`config.mk`:
```
export PLATFORM = sky130hd
export DESIGN_NAME = div_ratio_meter
export DESIGN_NICKNAME = d
export VERILOG_FILES = /design/src/rtl/adpll_pkg.sv /design/src/rtl/div_sync2.sv /design/src/rtl/div_ratio_meter.sv
export SDC_FILE = /design/constraint.sdc
export NUM_CORES = 1
export LEC_CHECK = 0
export CAP_MARGIN = 20
export CORE_ASPECT_RATIO = 1.25
export CORE_UTILIZATION = 31
export DETAILED_ROUTE_END_ITERATION = 12
export GPL_TIMING_DRIVEN = 0
export PLACE_DENSITY = 0.51
export SLEW_MARGIN = 20
export SYNTH_ARGS = -nofsm -noshare
export SYNTH_HDL_FRONTEND = slang
export SYNTH_SLANG_ARGS = --single-unit
```
`constraint.sdc`:
```
create_clock -name clk -period 1.5 [get_ports clk]
set_input_delay 0.45 -clock clk [delete_from_list [all_inputs] [get_ports clk]]
set_output_delay 0.45 -clock clk [all_outputs]
set_load 0.02 [all_outputs]
```
`src/rtl/adpll_pkg.sv`:
```
// Shared ADPLL definitions: measurement FSM states and default counter sizing.
package adpll_pkg;

  typedef enum logic [1:0] {
    IDLE  = 2'd0,
    SEEK  = 2'd1,
    FIRST = 2'd2,
    RUN   = 2'd3
  } meas_state_e;

  localparam int CW_DEF       = 8;
  localparam int LOCK_CNT_DEF = 4;
  localparam int MW_DEF       = 3;
  localparam int CNT_MAX      = 2**CW_DEF - 1;

  // Saturation value of a cw-bit period counter.
  function automatic int cnt_max(input int cw);
    return (1 << cw) - 1;
  endfunction

endpackage

```
`src/rtl/div_sync2.sv`:
```
// Two-flop synchronizer for the divided clock; both stages reset high so a
// high input at reset release never looks like a rising edge downstream.
module div_sync2 (
  input  logic clk,
  input  logic reset,
  input  logic d_i,
  output logic q_o
);

  logic meta_q;
  logic sync_q;

  always_ff @(posedge clk or posedge reset) begin
    if (reset) begin
      meta_q <= 1'b1;
      sync_q <= 1'b1;
    end else begin
      meta_q <= d_i;
      sync_q <= meta_q;
    end
  end

  assign q_o = sync_q;

endmodule

```
`src/rtl/div_ratio_meter.sv`:
```
// Recovers period and high time of a divided clock in clk cycles, with lock
// and sticky overflow status. Define DIV_SYNC_EN to synchronize div_in first.
module div_ratio_meter
  import adpll_pkg::*;
#(
  parameter int CW       = CW_DEF,
  parameter int LOCK_CNT = LOCK_CNT_DEF,
  parameter int MW       = MW_DEF
) (
  input  logic          clk,
  input  logic          reset,
  input  logic          en,
  input  logic          div_in,
  output logic [CW-1:0] period,
  output logic [CW-1:0] high_time,
  output logic          meas_valid,
  output logic          locked,
  output logic          overflow,
  output logic [1:0]    dbg_state
);

  localparam logic [CW-1:0] CNT_LAST = CW'(cnt_max(CW) - 1);
  localparam logic [CW-1:0] CNT_ONE  = CW'(1);
  localparam logic [MW-1:0] LOCK_M   = MW'(LOCK_CNT);

  logic div_s;

`ifdef DIV_SYNC_EN
  div_sync2 u_sync (
    .clk   (clk),
    .reset (reset),
    .d_i   (div_in),
    .q_o   (div_s)
  );
`else
  assign div_s = div_in;
`endif

  meas_state_e   state_q, state_d;
  logic          div_q;
  logic [CW-1:0] cnt_q, cnt_d;
  logic [CW-1:0] hcnt_q, hcnt_d;
  logic [CW-1:0] ref_q, ref_d;
  logic [MW-1:0] match_q, match_d;
  logic [CW-1:0] period_q, period_d;
  logic [CW-1:0] high_q, high_d;
  logic          valid_q, valid_d;
  logic          locked_q, locked_d;
  logic          ovf_q, ovf_d;
  logic          rise;

  assign rise = div_s & ~div_q;

  always_ff @(posedge clk or posedge reset) begin
    if (reset) begin
      state_q  <= IDLE;
      div_q    <= 1'b1;
      cnt_q    <= '0;
      hcnt_q   <= '0;
      ref_q    <= '0;
      match_q  <= '0;
      period_q <= '0;
      high_q   <= '0;
      valid_q  <= 1'b0;
      locked_q <= 1'b0;
      ovf_q    <= 1'b0;
    end else begin
      state_q  <= state_d;
      div_q    <= div_s;
      cnt_q    <= cnt_d;
      hcnt_q   <= hcnt_d;
      ref_q    <= ref_d;
      match_q  <= match_d;
      period_q <= period_d;
      high_q   <= high_d;
      valid_q  <= valid_d;
      locked_q <= locked_d;
      ovf_q    <= ovf_d;
    end
  end

  always_comb begin
    state_d  = state_q;
    cnt_d    = cnt_q;
    hcnt_d   = hcnt_q;
    ref_d    = ref_q;
    match_d  = match_q;
    period_d = period_q;
    high_d   = high_q;
    valid_d  = 1'b0;
    locked_d = locked_q;
    ovf_d    = ovf_q;

    // Dropping en abandons any partial period and clears status.
    if (!en) begin
      state_d  = IDLE;
      cnt_d    = '0;
      hcnt_d   = '0;
      match_d  = '0;
      locked_d = 1'b0;
      ovf_d    = 1'b0;
    end else begin
      case (state_q)
        IDLE: state_d = SEEK;
        SEEK: begin
          if (rise) begin
            cnt_d   = CNT_ONE;
            hcnt_d  = CNT_ONE;
            state_d = FIRST;
          end
        end
        FIRST, RUN: begin
          if (rise) begin
            period_d = cnt_q;
            high_d   = hcnt_q;
            valid_d  = 1'b1;
            cnt_d    = CNT_ONE;
            hcnt_d   = CNT_ONE;
            if (state_q == FIRST) begin
              state_d = RUN;
              ref_d   = cnt_q;
              match_d = '0;
            end else if (cnt_q == ref_q) begin
              if (match_q != LOCK_M) match_d = match_q + 1'b1;
              locked_d = (match_d == LOCK_M);
            end else begin
              ref_d    = cnt_q;
              match_d  = '0;
              locked_d = 1'b0;
            end
          end else if (cnt_q == CNT_LAST) begin
            // Counter would saturate: period too long to measure, re-seek.
            ovf_d    = 1'b1;
            locked_d = 1'b0;
            match_d  = '0;
            cnt_d    = '0;
            hcnt_d   = '0;
            state_d  = SEEK;
          end else begin
            cnt_d  = cnt_q + 1'b1;
            hcnt_d = hcnt_q + {{(CW-1){1'b0}}, div_s};
          end
        end
        default: state_d = IDLE;
      endcase
    end
  end

  assign period     = period_q;
  assign high_time  = high_q;
  assign meas_valid = valid_q;
  assign locked     = locked_q;
  assign overflow   = ovf_q;
  assign dbg_state  = state_q;

endmodule

```
==> summary.txt, run 1 <==
GRT
  • Largest net degree at the start of global routing: 26
  • Initial antenna violation count: 0
  • Overall Global Routing Usage: 0.142
  • First-pass GRT wire length: roughly 8800 µm
  • GR Overflow Total: 0
  • Vias in the first global route: 1758

Synth
  • Post-synth top area share: 0.511
  • Avg Cell Area, Syn: around 9.4 µm²
  • Number of synthesized flops with an enable pin: 0
  • Sequential-to-total area share from yosys stat: 0.523
  • Seq cells post-synth: 49
  • Post-synth top area cell: dfrtp_1
  • Post-synth ARST share: 1.00
  • Predominant post-synthesis flop cell: dfrtp_1
  • Yosys warning total: 0
  • Syn Nets: about 260
  • Main area contributors after synthesis: dfrtp_1, nand2_1, xnor2_1
  • Cells after Synth: around 250
  • Synthesized area: between 0.002 and 0.0025 mm²
  • Distinct cells, synth: 39

Finish
  • Commonest cells after routing, fill and taps aside: nand2_1, dfrtp_1, buf_4, o21ai_1, dlygate4sd2_1
  • Syn-to-layout area delta: 34.6%
  • Non-filler cells, final: 395
  • Antenna diode count: 0
  • Final Util: 0.430
  • Fillers: about 750
  • Share of layout cells above drive strength 1: 0.290
  • Commonest non-fill, non-tap cell in the layout: nand2_1
  • # nets final: approximately 310

Timing
  • Slew Limit Headroom: 0.608
  • Hold Fails Final Rpt: 0
  • Post-route minimum period: between 1.5 and 2 ns
  • Setup TNS: -0.325 ns
  • Setup violations, final: 8
  • Crit share post-route: 1.05
  • Worst Clk Skew: between 0.003 and 0.004 ns
  • RSZ-0062 raised after global routing: true
  • Max Clk Rate: approximately 640 MHz
  • Actual slew at the worst max-slew pin: roughly 0.59 ns
  • Worst setup margin: -0.0709 ns
  • Slew Viols, Final: 0

Floorplan
  • Die X-Extent: 79.9 µm
  • Core area: about 0.0074 mm²
  • Row cnt: 35
  • I/O pin count: 25
  • Starting Density: 0.319
  • Die footprint: between 0.007 and 0.008 mm²
  • Die height: between 90 and 100 µm

Place
  • I/O Buffers: 24
  • Cells after DPL: roughly 370
  • Final HPWL DP: 3410 µm
  • Dpl ws: -0.749 ns
  • Routability congestion estimate: 0.819

Clock network
  • Clk_lat worst skew: roughly 0.30 ns
  • H-tree depth: 2
  • Clock Tree Root: clkbuf_8
  • CTS tree: yes
  • Clk buf depth: 2
  • CTS Hold Buffers Added: 0
  • Clk sinks: a little under 50
  • Num CTS Buffers: 5
  • Worst-path clk slew: about 0.080 ns

Worst setup path
  • CP peak stage delay: 0.47 ns
  • CP endpoint kind: register
  • CP Max Fanout: 4
  • Crit path DAT: 1.80 ns
  • Critical-path top delay cell: dfrtp_2
  • Reg2Reg Launch Point: cnt_q[0]
  • CP Launch Type: register
  • Crit path cell chain: xnor2_2, nand4_1, buf_4, nor4_4, buf_4, a32oi_1, o21ai_1
  • Crit Path Class: register to register
  • Most used cell, CP: buf_4
  • Critical Path RT: 1.73 ns
  • R2r setup slk: -0.07 ns
  • Critical path launch point: cnt_q[0]

Drt
  • DRC viols: 0
  • Final wirelength: ~5200 µm
  • Vias per cell: 4.75
  • Initial drt markers: approximately 120
  • WL per Instance: between 10 and 15 µm
  • DR pass1 iterations: 4
  • Via count: approximately 1900
  • Antenna viol nets, final: 0

Power
  • Static leakage: 1.52 nW
  • Gate power share: 0.126
  • P_sw: between 600 and 700 µW
  • Total power draw: roughly 2.5 mW
  • Sequential power share: 0.555
  • Internal power: 1.85 mW
  • Clock share of power: 0.319
  • PwrDens: roughly 790 mW/mm²
  • Net Sw Frac: 0.258
  • VDD IR-drop max: 0.000422 V

Run
  • Max Cap Violations: 0

Min path
  • Hold Crit Start: div_in
  • Worst min path class: primary input to register

Outcome
  • Status: finished, violations left
  • Failing checks: setup timing
state kept, by name, indices dropped and copies added, names as in the netlist:
name,flops
cnt_q,8
hcnt_q,8
high_time,8
period,8
ref_q,8
match_q,3
dbg_state,2
div_q,1
locked,1
meas_valid,1
overflow,1
power by group through the flow:
| stage | clock network, mW | logic, mW | registers, mW |
|---|---|---|---|
| 6_report | 0.795 | 0.313 | 1.38 |
| 5_1_grt | 0.871 | 0.344 | 1.39 |
| 4_1_cts | 0.828 | 0.300 | 1.38 |
| 3_5_place_dp | 0 | 0.252 | 1.40 |
| 3_3_place_gp | 0 | 0.243 | 1.40 |
| 2_1_floorplan | 0 | 0.142 | 1.42 |
path summary, 6_finish.rpt:
| check | end | depth (start not counted) |
|---|---|---|
| setup / recovery | match_q[0] | 7 |
| hold / removal | div_q | 1 |
| hold reg to reg | period[4] | 2 |
| max in group asynchronous | div_q | 3 |
| setup reg to reg | match_q[0] | 7 |
| min in group asynchronous | high_time[7] | 2 |
layout make-up:
class / instances / area [µm²] / area share
buffer: 6 / 51.3 / 0.0162
multi-input combinational: 182 / 1190 / 0.376
tap: 92 / 115 / 0.0364
inverter: 8 / 40.0 / 0.0127
timing repair buffer: 51 / 444 / 0.141
sequential: 49 / 1240 / 0.391
clock buffer: 7 / 86.3 / 0.0273
cells in the mapped netlist (2+ instances only):
master	number
nor3_1	2
buf_2	7
o21ai_1	14
inv_1	8
nand2_1	71
dfrtp_1	48
o21ai_0	17
nand4_1	2
nand3b_1	2
ha_1	6
nor2_1	12
nor3_2	3
nand3_1	7
a31oi_1	4
xnor2_1	12
a21oi_1	8
and3_1	4
repair_timing:
item | CTS | global route
setup buffers | 14 | 12
gates resized for setup | 67 | 25
setup endpoints to repair | 67 | 29
pin swaps | 16 | 13
cells by family (layout without fill, tap and decap cells):
kind of cell / after synthesis / after routing / share of synthesized area
compound gates: 52 / 52 / 0.131
xor+xnor: 12 / 12 / 0.0448
simple gates: 112 / 112 / 0.234
flops: 49 / 49 / 0.523
buf+inv: 18 / 72 / 0.0357
fa+ha+maj: 6 / 6 / 0.0320
stage by stage:
| step | hold slack, ns | cell area [µm²] |
|---|---|---|
| after detailed placement | 0.464 | 2740 |
| after CTS | 0.374 | 3020 |
| final | 0.378 | 3160 |
| after floorplan | 0.441 | 2360 |
| after global placement | 0.461 | 2720 |
| after global routing | 0.375 | 3160 |
critical path, delay by kind of cell, from the launching register on:
family,cells,cell delay [ns]
and+or+nand+nor,2,0.28
AOI/OAI and AO/OA,2,0.23
buffers and inverters,2,0.33
DFF,1,0.47
xor gates and xnor gates,1,0.18
routing by layer:
metal  wire (µm)  global-route usage  up-vias
met5           0                   0        -
met4          80              0.0536        0
met3         109              0.0248        6
met2        2620               0.233       24
met1        2380               0.186      902
li1            -                   -      943
Power figures use the tool's default switching activity.
==> inputs of run 2 (changes only) <==
Settings changed: CORE_UTILIZATION 31 to 50, PLACE_DENSITY 0.51 to 0.75.
==> run 2 against run 1 <==
Clock-buffer cell count stayed put. Critical path type unchanged. Cell area is 0.91% lower. Clock power is 22% higher. Combinational power is 4% higher. Total power is 7.3% higher. First-iteration DRC count is 25% lower. Core utilization is 27 points higher. The run still ends with setup timing left. Critical endpoint unchanged. Largest power group unchanged. Global-route usage is 7.7 points higher. Die area is 37% lower. Routed wire length is 1.2% lower. Largest cell class unchanged.
==> summary.txt, run 2 (synthesis results as in run 1) <==
Timing
  • Worst setup margin: -0.0756 ns
  • Worst hold slack: 0.288 ns
  • Worst Clk Skew: between 0.004 and 0.005 ns
  • Actual slew at the worst max-slew pin: between 0.4 and 0.5 ns
  • Post-route minimum period: roughly 1.6 ns
  • RSZ-0062 raised after global routing: true
  • Setup TNS: -0.595 ns
  • Hold Fails Final Rpt: 0
  • Crit share post-route: 1.05
  • Setup violations, final: 13
  • Max Clk Rate: 635 MHz
  • Slew Viols, Final: 0
  • Slew Limit Headroom: 0.690

Drt
  • Antenna viol nets, final: 0
  • Vias per cell: 5.28
  • DRC viols: 0
  • WL per Instance: between 10 and 15 µm
  • Initial drt markers: between 80 and 90
  • DR pass1 iterations: 4
  • Final wirelength: around 5000 µm
  • Via count: 1912

Outcome
  • Status: finished, violations left
  • Failing checks: setup timing

Place
  • I/O Buffers: 24
  • Post-DP Area: 0.00268 mm²
  • Final HPWL DP: around 3000 µm
  • Routability congestion estimate: around 0.83
  • Dpl ws: -0.710 ns

Finish
  • # nets final: about 310
  • Commonest cells after routing, fill and taps aside: nand2_1, dfrtp_1, buf_4, dlygate4sd2_1, o21ai_1
  • Post-Layout Inst Area: 0.00313 mm²
  • Antenna diode count: 0
  • Syn-to-layout area delta: 33.4%
  • Commonest non-fill, non-tap cell in the layout: nand2_1
  • Share of layout cells above drive strength 1: 0.260

Worst setup path
  • Critical-path top delay cell: dfrtp_1
  • CP endpoint kind: register
  • Cell family with the largest share of critical-path delay: buffers and inverters
  • CP Max Fanout: 6
  • CP Launch Type: register
  • Crit path DAT: around 1.8 ns
  • Most used cell, CP: buf_4
  • Critical Path RT: 1.74 ns
  • Buf/Inv on CP: 3
  • Crit Path Class: register to register
  • Crit path cell chain: buf_6, xnor2_2, nand4_1, buf_4, nor4_4, buf_4, nand3_2, o21ai_2
  • CP peak stage delay: 0.38 ns

Clock network
  • Clk sinks: 49
  • CTS tree: yes
  • CTS Hold Buffers Added: 0
  • Clk buf depth: 2
  • Clk_lat worst skew: 0.30 ns
  • Worst-path clk slew: about 0.090 ns
  • Num CTS Buffers: 5
  • Clock Tree Root: clkbuf_8
  • H-tree depth: 2

Run
  • Max Cap Violations: 0

Floorplan
  • I/O pin count: 25
  • Die footprint: roughly 0.0050 mm²
  • Die X-Extent: approximately 63 µm
  • Row cnt: 27
  • Core area: about 0.0045 mm²
  • Starting Density: 0.527
  • Die height: 78.6 µm

GRT
  • Vias in the first global route: ~1800
  • First-pass GRT wire length: 8400 µm
  • Initial antenna violation count: 0
  • Overall Global Routing Usage: 0.219
  • Largest net degree at the start of global routing: 50
  • GR Overflow Total: 0

Power
  • Net Sw Frac: 0.240
  • Static leakage: around 1.6 nW
  • VDD IR-drop max: between 0.0006 and 0.0007 V
  • P_sw: between 600 and 700 µW
  • Gate power share: 0.121
  • Internal power: about 2.0 mW
  • Sequential power share: 0.515
  • PwrDens: 852 mW/mm²
  • Clock share of power: 0.364

Min path
  • Worst min path class: primary input to register
==> run 2: changes by cell type in the layout (fill, tap and decap cells not counted), sizes merged <==
cell           change
clkbuf             +3
dlygate4sd2        +3
buf                -2
clkinvlp           -1
clkdlybuf4s15      -4
inv                +1
bufinv             +1
==> run 2: final cells by class <==
type / instances / area, µm²
multi-input combinational: 182 / 1180
fill: 352 / 1330
tap: 58 / 72.6
clock inverter: 1 / 30.0
clock buffer: 7 / 86.3
buffer: 9 / 77.6
sequential: 49 / 1230
timing repair buffer: 48 / 415
inverter: 8 / 33.8
==> run 2: worst paths after layout <==
| path | startpoint | to | slack, ns | depth (start not counted) |
|---|---|---|---|---|
| worst max-delay path | cnt_q[4] | match_q[0] | -0.08 | 8 |
| max in group asynchronous | reset | cnt_q[5] | 0.50 | 3 |
| min in group asynchronous | reset | high_time[7] | 0.50 | 2 |
| worst max register to register | cnt_q[4] | match_q[0] | -0.08 | 8 |
| worst min register to register | high_time[6] | high_time[6] | 0.47 | 2 |
| worst min-delay path | div_in | div_q | 0.29 | 1 |
==> run 2: routing by layer <==
layer / GRT usage / share of wire / vias up
met1: 0.272 / 0.43 / 914
met3: 0.0509 / 0.042 / 9
met2: 0.357 / 0.50 / 43
met5: 0 / 0 / -
met4: 0.107 / 0.024 / 0
li1: - / - / 946
==> run 2: repair_timing <==
item / 4_1_cts / 5_1_grt
setup buffers: 15 / 9
endpoints found under the setup margin: 67 / 32
pin swaps: 14 / 16
gates resized for setup: 63 / 19
==> run 2: power by group through the flow <==
stage	clock network [mW]	registers, mW	logic [mW]
final	0.970	1.37	0.324
after global routing	1.05	1.38	0.353
after CTS	0.994	1.38	0.274
after detailed placement	0	1.40	0.239
after global placement	0	1.40	0.236
after floorplan	0	1.42	0.142
==> run 2: per-stage QoR <==
stage	total power, mW	util	std cells
6_report	2.67	0.702	362
5_1_grt	2.78	0.702	362
4_1_cts	2.64	0.674	353
3_5_place_dp	1.64	0.600	331
3_3_place_gp	1.64	0.600	331
2_1_floorplan	1.56	-	249
